<file path="config.mk">
export PLATFORM = sky130hd
export DESIGN_NAME = fu_sequencer
export DESIGN_NICKNAME = d
export VERILOG_FILES = /design/src/rtl/fu_sequencer.sv
export SDC_FILE = /design/constraint.sdc
export NUM_CORES = 1
export LEC_CHECK = 0
export BUFFER_PORTS_ARGS = -buffer_cell sky130_fd_sc_hd__buf_2
export CORE_ASPECT_RATIO = 0.75
export CORE_MARGIN = 1
export CORE_UTILIZATION = 30
export CTS_BUF_LIST = sky130_fd_sc_hd__clkbuf_16
export DETAILED_ROUTE_END_ITERATION = 8
export GPL_TIMING_DRIVEN = 0
export PLACE_DENSITY = 0.6
export SLEW_MARGIN = 20
export SYNTH_ARGS = -nofsm -noshare
export SYNTH_HDL_FRONTEND = slang
export SYNTH_SLANG_ARGS = --single-unit
</file>
<file path="constraint.sdc">
create_clock -name clk_i -period 4.65 [get_ports clk_i]
set_input_delay 0.465 -clock clk_i [delete_from_list [all_inputs] [get_ports clk_i]]
set_output_delay 0.465 -clock clk_i [all_outputs]
set_load 0.02 [all_outputs]
</file>
<file path="src/rtl/fu_sequencer.sv">
// Micro-sequencer: fetches 20-bit program words, drives the combinational FU and writes
// its result back into a 4x8 register file. The host loads registers and starts runs.
module fu_sequencer #(
  parameter int unsigned PROG_AW = 4
) (
  input  logic               clk_i,
  input  logic               rst_i,
  input  logic               start_i,
  output logic [PROG_AW-1:0] prog_addr_o,
  input  logic [19:0]        prog_data_i,
  input  logic               rf_we_i,
  input  logic [1:0]         rf_waddr_i,
  input  logic [7:0]         rf_wdata_i,
  input  logic [1:0]         rf_raddr_i,
  output logic [7:0]         rf_rdata_o,
  output logic [7:0]         fu_instruction_o,
  output logic [2:0]         fu_select_o,
  output logic [7:0]         fu_a_o,
  output logic [7:0]         fu_b_o,
  output logic [7:0]         fu_c_o,
  input  logic [7:0]         fu_f_i,
  output logic               busy_o,
  output logic               done_o,
  output logic [7:0]         step_count_o
);

  typedef enum logic [2:0] {StIdle, StFetch, StExec, StWrite, StDone} state_e;

  localparam logic [PROG_AW-1:0] PcMax = '1;

  state_e             state_q, state_d;
  logic [PROG_AW-1:0] pc_q, pc_d;
  logic [PROG_AW-1:0] addr_q, addr_d;
  logic [19:0]        ir_q, ir_d;
  logic [7:0]         step_q, step_d;
  logic [7:0]         rf_q [4];
  logic [7:0]         rf_d [4];

  logic [7:0] ir_instr;
  logic [2:0] ir_sel;
  logic [1:0] ir_src_a, ir_src_b, ir_src_c, ir_dst;
  logic       ir_halt;

  assign ir_instr = ir_q[19:12];
  assign ir_sel   = ir_q[11:9];
  assign ir_src_a = ir_q[8:7];
  assign ir_src_b = ir_q[6:5];
  assign ir_src_c = ir_q[4:3];
  assign ir_dst   = ir_q[2:1];
  assign ir_halt  = ir_q[0];

  always_comb begin
    state_d = state_q;
    pc_d    = pc_q;
    addr_d  = addr_q;
    ir_d    = ir_q;
    step_d  = step_q;
    rf_d    = rf_q;
    unique case (state_q)
      StIdle: begin
        // A host write in the start cycle still lands before the run reads it.
        if (rf_we_i) rf_d[rf_waddr_i] = rf_wdata_i;
        if (start_i) begin
          pc_d    = '0;
          addr_d  = '0;
          step_d  = '0;
          state_d = StFetch;
        end
      end
      StFetch: begin
        ir_d    = prog_data_i;
        state_d = StExec;
      end
      StExec: state_d = StWrite;
      StWrite: begin
        rf_d[ir_dst] = fu_f_i;
        if (step_q != 8'hff) step_d = step_q + 8'd1;
        // pc saturates at the last word so a run can never wrap back to 0.
        if (pc_q != PcMax) pc_d = pc_q + 1'b1;
        if (ir_halt || pc_q == PcMax) begin
          state_d = StDone;
        end else begin
          addr_d  = pc_q + 1'b1;
          state_d = StFetch;
        end
      end
      StDone: state_d = StIdle;
      default: state_d = StIdle;
    endcase
  end

  always_ff @(posedge clk_i) begin
    if (rst_i) begin
      state_q <= StIdle;
      pc_q    <= '0;
      addr_q  <= '0;
      ir_q    <= '0;
      step_q  <= '0;
      for (int i = 0; i < 4; i++) rf_q[i] <= '0;
    end else begin
      state_q <= state_d;
      pc_q    <= pc_d;
      addr_q  <= addr_d;
      ir_q    <= ir_d;
      step_q  <= step_d;
      for (int i = 0; i < 4; i++) rf_q[i] <= rf_d[i];
    end
  end

  always_comb begin
    fu_instruction_o = '0;
    fu_select_o      = '0;
    fu_a_o           = '0;
    fu_b_o           = '0;
    fu_c_o           = '0;
    if (state_q == StExec || state_q == StWrite) begin
      fu_instruction_o = ir_instr;
      fu_select_o      = ir_sel;
      fu_a_o           = rf_q[ir_src_a];
      fu_b_o           = rf_q[ir_src_b];
      fu_c_o           = rf_q[ir_src_c];
    end
  end

  assign prog_addr_o  = addr_q;
  assign rf_rdata_o   = rf_q[rf_raddr_i];
  assign busy_o       = (state_q != StIdle);
  assign done_o       = (state_q == StDone);
  assign step_count_o = step_q;

endmodule

</file>
==> flow_summary.yaml, run 1 <==
finish:
  layout_common_cells: "buf_2, dfxtp_1, nand2_1, a21oi_1, and2_1"
  nFillCells: 1259
  nets: 565
  final_common_cell: "buf_2"
  drive_above_1_share_pct: 29.39
  diodes: 0
  area_delta_synth_final_pct: 26.65
sta:
  finalHoldViolations: 0
  rsz0062_at_grt: "no"
  skew_ns: 0.007147
  drv_slew: 0
  fin_crit_sh_pct: 62.08
  min_period_ns: 2.887
  relSlewSlack_pct: 38.58
  tightest_slew_ns: 0.9212
  fin_ws_ns: 1.763
  tns_ns: 0
  max_freq_mhz: 346.4
  finalSetupViolCount: 0
routing:
  route.vias.total: 3759
  via_per_inst: 5.448
  detail_route.iter0.violations: 307
  wirelength_um: 12470
  drtAntennaViolNets: 0
  wl_per_cell_um: 18.08
  drt_pre_antenna_iters: 6
  drc: 0
floorplan:
  die_w_um: 134.6
  die_h_um: 101.4
  coreArea_um2: 12570
  die_area_um2: 13650
  placementRows: 35
  io_pins: 101
  initial_utilization_pct: 31.46
setup_path:
  cpPeakStageDelay_ns: 0.49
  crit_chain: "buf_1 > nor2b_1 > clkbuf_1 > and2_1 > buf_2"
  critPathBufInv: 3
  cp_max_fo: 10
  crit_type: "register to output port"
  critical_path.endpoint_type: "output port"
  cp-start-kind: "register"
  cp_data_arrival_time_ns: 2.42
  cp_slowest_cell: "nor2b_1"
  required_ns: 4.18
  cp_top_family: "buffers and inverters"
clocking:
  htreeDepth: 3
  cts_max_path_buffers: 2
  numCtsBuffers: 9
  clk_latency_ns: 0.33
  cts_tree: "done"
  cts.reportedPaths.clkPinSlew_ns: 0.06
  cts_hold_buf: 0
  cts-resized-gates: 0
  cts_sinks: 71
  post_cts_buffers: 0
  cts_root_buf: "clkbuf_16"
grt:
  grt_max_degree: 14
  antenna_found_initial: 0
  grt.overflow.total: 0
  grt_pass1_wl_um: 19910
  grt_use_total_pct: 19.25
  grt_pass1_vias: 3624
synthesis:
  synth-seq-area-share_pct: 35.95
  synth_cell_type_count: 45
  synth_top_area_cell: "dfxtp_1"
  synth-seq-cells: 71
  syn_area_per_cell_um2: 9.643
  syn_nets: 456
  yosys_warnings: 0
  syn-cell-area_um2: 3954
  synth_flop_cell: "dfxtp_1"
  synthCells: 410
  synth_top_area_share_pct: 35.95
  synthArstFlopShare_pct: 0
  synth.area.top_cells: "dfxtp_1, mux4_2, o2bb2ai_1"
  synth_edf_count: 0
min_path:
  hold_path.class: "input port to register"
placed_design:
  dp_slack_ns: 2.102
  place_congestion: 0.8638
  place_hpwl_um: 8921
  io_buffers: 98
power_and_ir_drop:
  power_density_nw_per_um2: 348.7
  power_mw: 1.746
  leakage_nw: 1.893
  ir_worst_vdd_uv: 195.6
outcome:
  status: "completed"
job:
  cap_violations: 0
[sequential cells by signal, summed over array words and instances, names as in the netlist]
signal,flops
ir_q,20
pc_q,4
prog_addr_o,4
rf_q,32
state_q,3
step_count_o,8
[per-layer routing]
metal	track usage [%]	part of all wire, %	routed length [µm]
met5	0	0	0
met4	5.791	0.99	123
met3	5.506	7.8	977
met2	30.37	46	5694
met1	25.67	46	5676
[where the power goes]
| group | total [mW] | internal [mW] | switching [mW] |
|---|---|---|---|
| sequential | 0.665 | 0.638 | 0.0265 |
| combinational | 0.277 | 0.105 | 0.172 |
| clock | 0.805 | 0.526 | 0.279 |
| total | 1.75 | 1.27 | 0.478 |
[tightest hold or removal path, cell delays in order]
cell	delay [ns]
buf_2	0.09
nand2_1	0.04
a21oi_1	0.05
[cells in the mapped netlist, types with 2 or more instances]
library cell   n
nand4_1        2
o32ai_1        2
or3_1          5
nor3_1         7
and3_1         3
nand2_1       49
nor2_1        13
or4_1          4
nor2b_1        3
nand3b_1       2
clkbuf_1      23
o2bb2ai_1     32
o31ai_1        4
a21oi_1       40
xnor2_1        3
nand3_1        4
o21ai_1        3
o22ai_1        2
nand2b_1       2
buf_1          6
and2_1        38
a22oi_1       32
o21ai_0        3
mux4_2        32
ha_1           2
inv_1          3
dfxtp_1       71
buf_2          3
[worst paths after layout]
check | startpoint | endpoint | slack [ns] | cells past startpoint
worst min register to register | ir_q[11] | ir_q[11] | 0.45 | 2
worst min-delay path | prog_data_i[11] | ir_q[11] | 0.37 | 3
worst max-delay path | state_q[1] | fu_a_o[0] | 1.76 | 5
worst max register to register | state_q[2] | rf_q[11] | 2.47 | 6
[layout make-up]
| type | count | area, µm² | area share, % |
|---|---|---|---|
| Clock inverter | 7 | 120.1 | 2.399 |
| Sequential cell | 71 | 1421 | 28.39 |
| Multi-Input combinational cell | 304 | 2407 | 48.08 |
| Buffer | 32 | 123.9 | 2.474 |
| Timing Repair Buffer | 98 | 490.5 | 9.795 |
| Tap cell | 166 | 207.7 | 4.148 |
| Inverter | 3 | 11.26 | 0.2249 |
| Clock buffer | 9 | 225.2 | 4.498 |
[per-stage QoR]
| stage | instance area [µm²] | utilization [%] | hold slack [ns] | std cells |
|---|---|---|---|---|
| finish | 5007 | 39.84 | 0.3717 | 690 |
| global placement | 4652 | 37.01 | 0.4380 | 674 |
| floorplan | 3954 | - | 0.4317 | 410 |
| global route | 5007 | 39.84 | 0.3634 | 690 |
| CTS | 4997 | 39.76 | 0.3582 | 690 |
| detailed placement | 4652 | 37.01 | 0.4418 | 674 |
[logic make-up after synthesis]
group	count (synthesis)	share of synthesized area, %
compound gates	125	21.90
buf+inv	35	3.417
fa+ha+maj	2	0.6328
flops	71	35.95
simple gates	140	18.67
xor+xnor	3	0.6647
mux	34	18.77
(Power assumes the default switching activity.)
==> inputs of run 2 (changes only) <==
--- a/config.mk
+++ b/config.mk
@@ -5,6 +5,7 @@
 export SDC_FILE = /design/constraint.sdc
 export NUM_CORES = 1
 export LEC_CHECK = 0
+export ABC_AREA = 1
 export BUFFER_PORTS_ARGS = -buffer_cell sky130_fd_sc_hd__buf_2
 export CORE_ASPECT_RATIO = 0.75
 export CORE_MARGIN = 1
==> constraint.sdc (replaced) <==
create_clock -name clk_i -period 2.8 [get_ports clk_i]
set_input_delay 0.28 -clock clk_i [delete_from_list [all_inputs] [get_ports clk_i]]
set_output_delay 0.28 -clock clk_i [all_outputs]
set_load 0.02 [all_outputs]
==> run 2 against run 1 <==
Effect of this change:
- power rose by 83%
- critical path type unchanged
- hold slack got worse by 0.15 ns
- critical path depth rose by 1
- first-iteration DRC count rose by 39%
- synthesized area rose by 10%
- via count rose by 32%
- sequential cell count did not move
- sequential share of layout area fell by 2.1 points
- core utilization fell by 1.1 points
==> flow_summary.yaml, run 2 <==
outcome:
  status: "completed"
setup_path:
  required_ns: 2.52
  critical_path.endpoint_type: "output port"
  path_common_cell: "clkbuf_1"
  cp_slowest_cell: "o21ai_0"
  cp_data_arrival_time_ns: 2.22
  cp_max_fo: 10
  cpPeakStageDelay_ns: 0.44
  cp-start-kind: "register"
  crit_chain: "clkbuf_1 > inv_1 > clkbuf_1 > o21ai_0 > a21oi_1 > buf_2"
  crit_type: "register to output port"
placed_design:
  io_buffers: 98
  place_hpwl_um: 11630
  place_congestion: 0.9505
synthesis:
  yosysMostFrequentCell: "a21oi_1"
  synth-seq-cells: 71
  syn_nets: 750
  synth-seq-area-share_pct: 32.68
  synth_top_area_cell: "dfxtp_1"
  synthArstFlopShare_pct: 0
  synthTopCellsByCount: "a21oi_1, nand2_1, nor2_1"
  synth_cell_type_count: 26
  synth_edf_count: 0
  synth_top_area_share_pct: 32.68
  synth_flop_cell: "dfxtp_1"
  synthCells: 704
  yosys_warnings: 0
  syn-cell-area_um2: 4349
  synth.area.top_cells: "dfxtp_1, a21oi_1, nand2_1"
  syn_area_per_cell_um2: 6.178
clocking:
  cts_sinks: 71
  clk_latency_ns: 0.34
  cts-resized-gates: 0
  cts_tree: "done"
  post_cts_buffers: 0
  cts_root_buf: "clkbuf_16"
  cts_hold_buf: 0
  numCtsBuffers: 9
  htreeDepth: 3
  cts.reportedPaths.clkPinSlew_ns: 0.06
  cts_max_path_buffers: 2
sta:
  tightest_slew_ns: 0.5965
  finalHoldViolations: 0
  rsz0062_at_grt: "no"
  relSlewSlack_pct: 60.24
  drv_slew: 0
  min_period_ns: 2.504
  fin_crit_sh_pct: 89.42
  max_freq_mhz: 399.4
  tns_ns: 0
  skew_ns: 0.005698
  finalSetupViolCount: 0
routing:
  drt_pre_antenna_iters: 5
  via_per_inst: 4.899
  drc: 0
  wirelength_um: 15030
  detail_route.iter0.violations: 427
  drtAntennaViolNets: 0
  route.vias.total: 4963
  wl_per_cell_um: 14.83
floorplan:
  coreArea_um2: 13930
  die_h_um: 106.3
  initial_utilization_pct: 31.21
  die_area_um2: 14990
  die_w_um: 141.0
  io_pins: 101
  placementRows: 37
power_and_ir_drop:
  power_mw: 3.188
  leakage_nw: 2.448
  ir_worst_vdd_uv: 295.7
  power_density_nw_per_um2: 590.7
finish:
  diodes: 0
  area_delta_synth_final_pct: 24.11
  nFillCells: 1527
  register_area_um2: 1421
  nets: 859
  layout_common_cells: "a21oi_1, nand2_1, nor2_1, buf_2, inv_1"
  final_common_cell: "a21oi_1"
  top_register: "rf_q"
  multi_input_area_um2: 2390
  drive_above_1_share_pct: 17.11
  largest_reg_flops: 32
grt:
  grt_use_total_pct: 20.93
  antenna_found_initial: 0
  grt_pass1_vias: 4482
  grt.overflow.total: 0
  grt_pass1_wl_um: 24080
  grt_max_degree: 13
min_path:
  hold_path.class: "input port to register"
job:
  cap_violations: 0
[run 2: stage by stage]
| step | setup slack, ns | utilization, % | std cells | hold WS [ns] | instance area, µm² |
|---|---|---|---|---|---|
| 2_1_floorplan | 1.112 | - | 704 | 0.4297 | 4349 |
| 6_report | 0.2963 | 38.74 | 1013 | 0.2260 | 5398 |
| 3_3_place_gp | 0.7212 | 36.48 | 997 | 0.4417 | 5084 |
| 3_5_place_dp | 0.7347 | 36.48 | 997 | 0.4460 | 5084 |
| 5_1_grt | 0.1833 | 38.74 | 1013 | 0.2443 | 5398 |
| 4_1_cts | 0.3641 | 38.74 | 1013 | 0.2145 | 5398 |
[run 2: report_power, final]
group	leakage [nW]	switching [mW]	internal, mW
Clock	0.158	0.454	0.775
Sequential	0.580	0.0582	1.10
Combinational	1.71	0.552	0.250
Total	2.45	1.06	2.12
[run 2: logic make-up after synthesis]
family	after synthesis	synth area share (%)
xor+xnor	2	0.4028
fa+ha+maj	2	0.5753
flops	71	32.68
buf+inv	129	12.37
simple gates	258	25.14
compound gates	242	28.83
[run 2: worst max-delay path, delay by kind of cell (launching register included)]
family / cells / cell delay (ns)
AOI/OAI and AO/OA: 2 / 0.56
buffers and inverters: 4 / 1.01
DFF: 1 / 0.31
[run 2: path summary, 6_finish.rpt]
check | start | depth (start not counted) | endpoint | slack [ns]
setup / recovery | ir_q[5] | 6 | fu_b_o[2] | 0.30
hold / removal | prog_data_i[13] | 3 | ir_q[13] | 0.23
setup reg to reg | state_q[1] | 9 | rf_q[0] | 1.16
hold reg to reg | ir_q[19] | 2 | ir_q[19] | 0.45
[run 2: routing by layer]
metal	wire (µm)	vias up	global-route usage (%)
met3	1501	11	5.541
li1	-	2529	-
met4	111	0	3.804
met5	0	-	0
met2	6276	209	31.77
met1	7136	2214	29.74
[run 2: cell type report]
type                    instances  area share, %
inverters                      92          6.398
clock inverters                 7          1.646
plain buffers                  37          3.570
multi-input cells             504          44.27
well taps                     195          4.520
flip-flops and latches         71          26.33
repair buffers                 98          9.087
clock buffers                   9          4.172
==> inputs of run 3 (changes only) <==
--- a/config.mk
+++ b/config.mk
@@ -10,7 +10,6 @@
 export CORE_ASPECT_RATIO = 0.75
 export CORE_MARGIN = 1
 export CORE_UTILIZATION = 30
-export CTS_BUF_LIST = sky130_fd_sc_hd__clkbuf_16
 export DETAILED_ROUTE_END_ITERATION = 8
 export GPL_TIMING_DRIVEN = 0
 export PLACE_DENSITY = 0.6
==> run 3 against run 2 <==
Effect of this change:
- fmax barely moved
- final area did not move
- count of clock-buffer cells in the layout rose by 2
- sequential cell count did not move
- non-clock buffer count did not move
- critical path type unchanged
- largest cell class unchanged
- largest power group unchanged
==> flow_summary.yaml, run 3 (synthesized netlist as in run 2, its figures left out) <==
grt:
  grt_use_total_pct: 20.93
  grt_pass1_vias: 4482
  grt.overflow.total: 0
  grt_pass1_wl_um: 24080
  grt_max_degree: 13
  antenna_found_initial: 0
sta:
  skew_ns: 0.005631
  finalHoldViolations: 0
  max_freq_mhz: 399.5
  relSlewSlack_pct: 60.24
  drv_slew: 0
  hold-worst-slack_ns: 0.2260
  tightest_slew_ns: 0.5965
  fin_crit_sh_pct: 89.41
  rsz0062_at_grt: "no"
  tns_ns: 0
  finalSetupViolCount: 0
  min_period_ns: 2.503
routing:
  via_per_inst: 4.901
  route.vias.total: 4965
  drc: 0
  drtAntennaViolNets: 0
  wirelength_um: 15030
  drt_pre_antenna_iters: 5
  wl_per_cell_um: 14.83
  detail_route.iter0.violations: 427
finish:
  drive_above_1_share_pct: 17.11
  final_area_um2: 5398
  diodes: 0
  area_delta_synth_final_pct: 24.11
  largest_reg_flops: 32
  nFillCells: 1527
  layout_common_cells: "a21oi_1, nand2_1, nor2_1, buf_2, inv_1"
  top_register: "rf_q"
  utilization_pct: 38.74
  final_common_cell: "a21oi_1"
  nets: 859
job:
  cap_violations: 0
placed_design:
  io_buffers: 98
  place_congestion: 0.9505
  placed_cell_area_um2: 5084
  place_hpwl_um: 11630
clocking:
  cts_max_path_buffers: 2
  cts_hold_buf: 0
  cts_root_buf: "clkbuf_16"
  numCtsBuffers: 9
  cts-resized-gates: 0
  cts_tree: "done"
  post_cts_buffers: 0
  cts_sinks: 71
  cts.reportedPaths.clkPinSlew_ns: 0.06
  clk_latency_ns: 0.34
  htreeDepth: 3
min_path:
  min-delay-start: "prog_data_i[13]"
  hold_path.class: "input port to register"
setup_path:
  cp-start-kind: "register"
  critical_path.endpoint_type: "output port"
  setup.worst_path.start: "ir_q[5]"
  cp_data_arrival_time_ns: 2.22
  crit_type: "register to output port"
  required_ns: 2.52
  cp_max_fo: 10
  reg2reg_from: "state_q[1]"
floorplan:
  placementRows: 37
  io_pins: 101
  coreArea_um2: 13930
  die_h_um: 106.3
  die_w_um: 141.0
  initial_utilization_pct: 31.21
  die_area_um2: 14990
power_and_ir_drop:
  power_density_nw_per_um2: 592.0
  power_mw: 3.195
  leakage_nw: 2.440
  ir_worst_vdd_uv: 295.7
outcome:
  status: "completed"
## run 3: cell types whose count changed in the layout (fill, tap and decap cells not counted)
cell,change
clkbuf_1,+2
inv_1,-2
## run 3: worst max-delay path, stage by stage (launching register included)
cell and delay, ns:
dfxtp_1 0.31, clkbuf_1 0.35, inv_1 0.23, clkbuf_1 0.25, o21ai_0 0.44, a21oi_1 0.12
buf_2 0.18
## run 3: final timing paths
check	endpoint	slack [ns]	depth (start not counted)
hold / removal	ir_q[13]	0.23	3
setup reg to reg	rf_q[0]	1.16	9
hold reg to reg	ir_q[19]	0.45	2
setup / recovery	fu_b_o[2]	0.30	6
## run 3: per-layer routing
layer	vias to the layer above	part of all wire [%]	global-route usage [%]
met3	11	10	5.541
met4	0	0.74	3.804
li1	2529	-	-
met1	2214	47	29.74
met2	211	42	31.77
met5	-	0	0
## run 3: through the flow
step                instances  setup WS [ns]
finish                   1013         0.2966
detailed placement        997         0.7347
CTS                      1013         0.3644
floorplan                 704          1.112
global route             1013         0.1837
global placement          997         0.7212
## run 3: final cells by class
| type | count | area, µm² | area share (%) |
|---|---|---|---|
| clock buffers | 11 | 232.7 | 4.312 |
| flip-flops and latches | 71 | 1421 | 26.33 |
| inverters | 92 | 345.3 | 6.398 |
| well taps | 195 | 244.0 | 4.520 |
| plain buffers | 37 | 192.7 | 3.570 |
| repair buffers | 98 | 490.5 | 9.087 |
| multi-input cells | 504 | 2390 | 44.27 |
| clock inverters | 5 | 81.33 | 1.507 |
## run 3: report_power, final
part,total [mW],internal (mW),switching (mW)
clock,1.24,0.782,0.453
combinational,0.802,0.250,0.552
sequential,1.16,1.10,0.0583
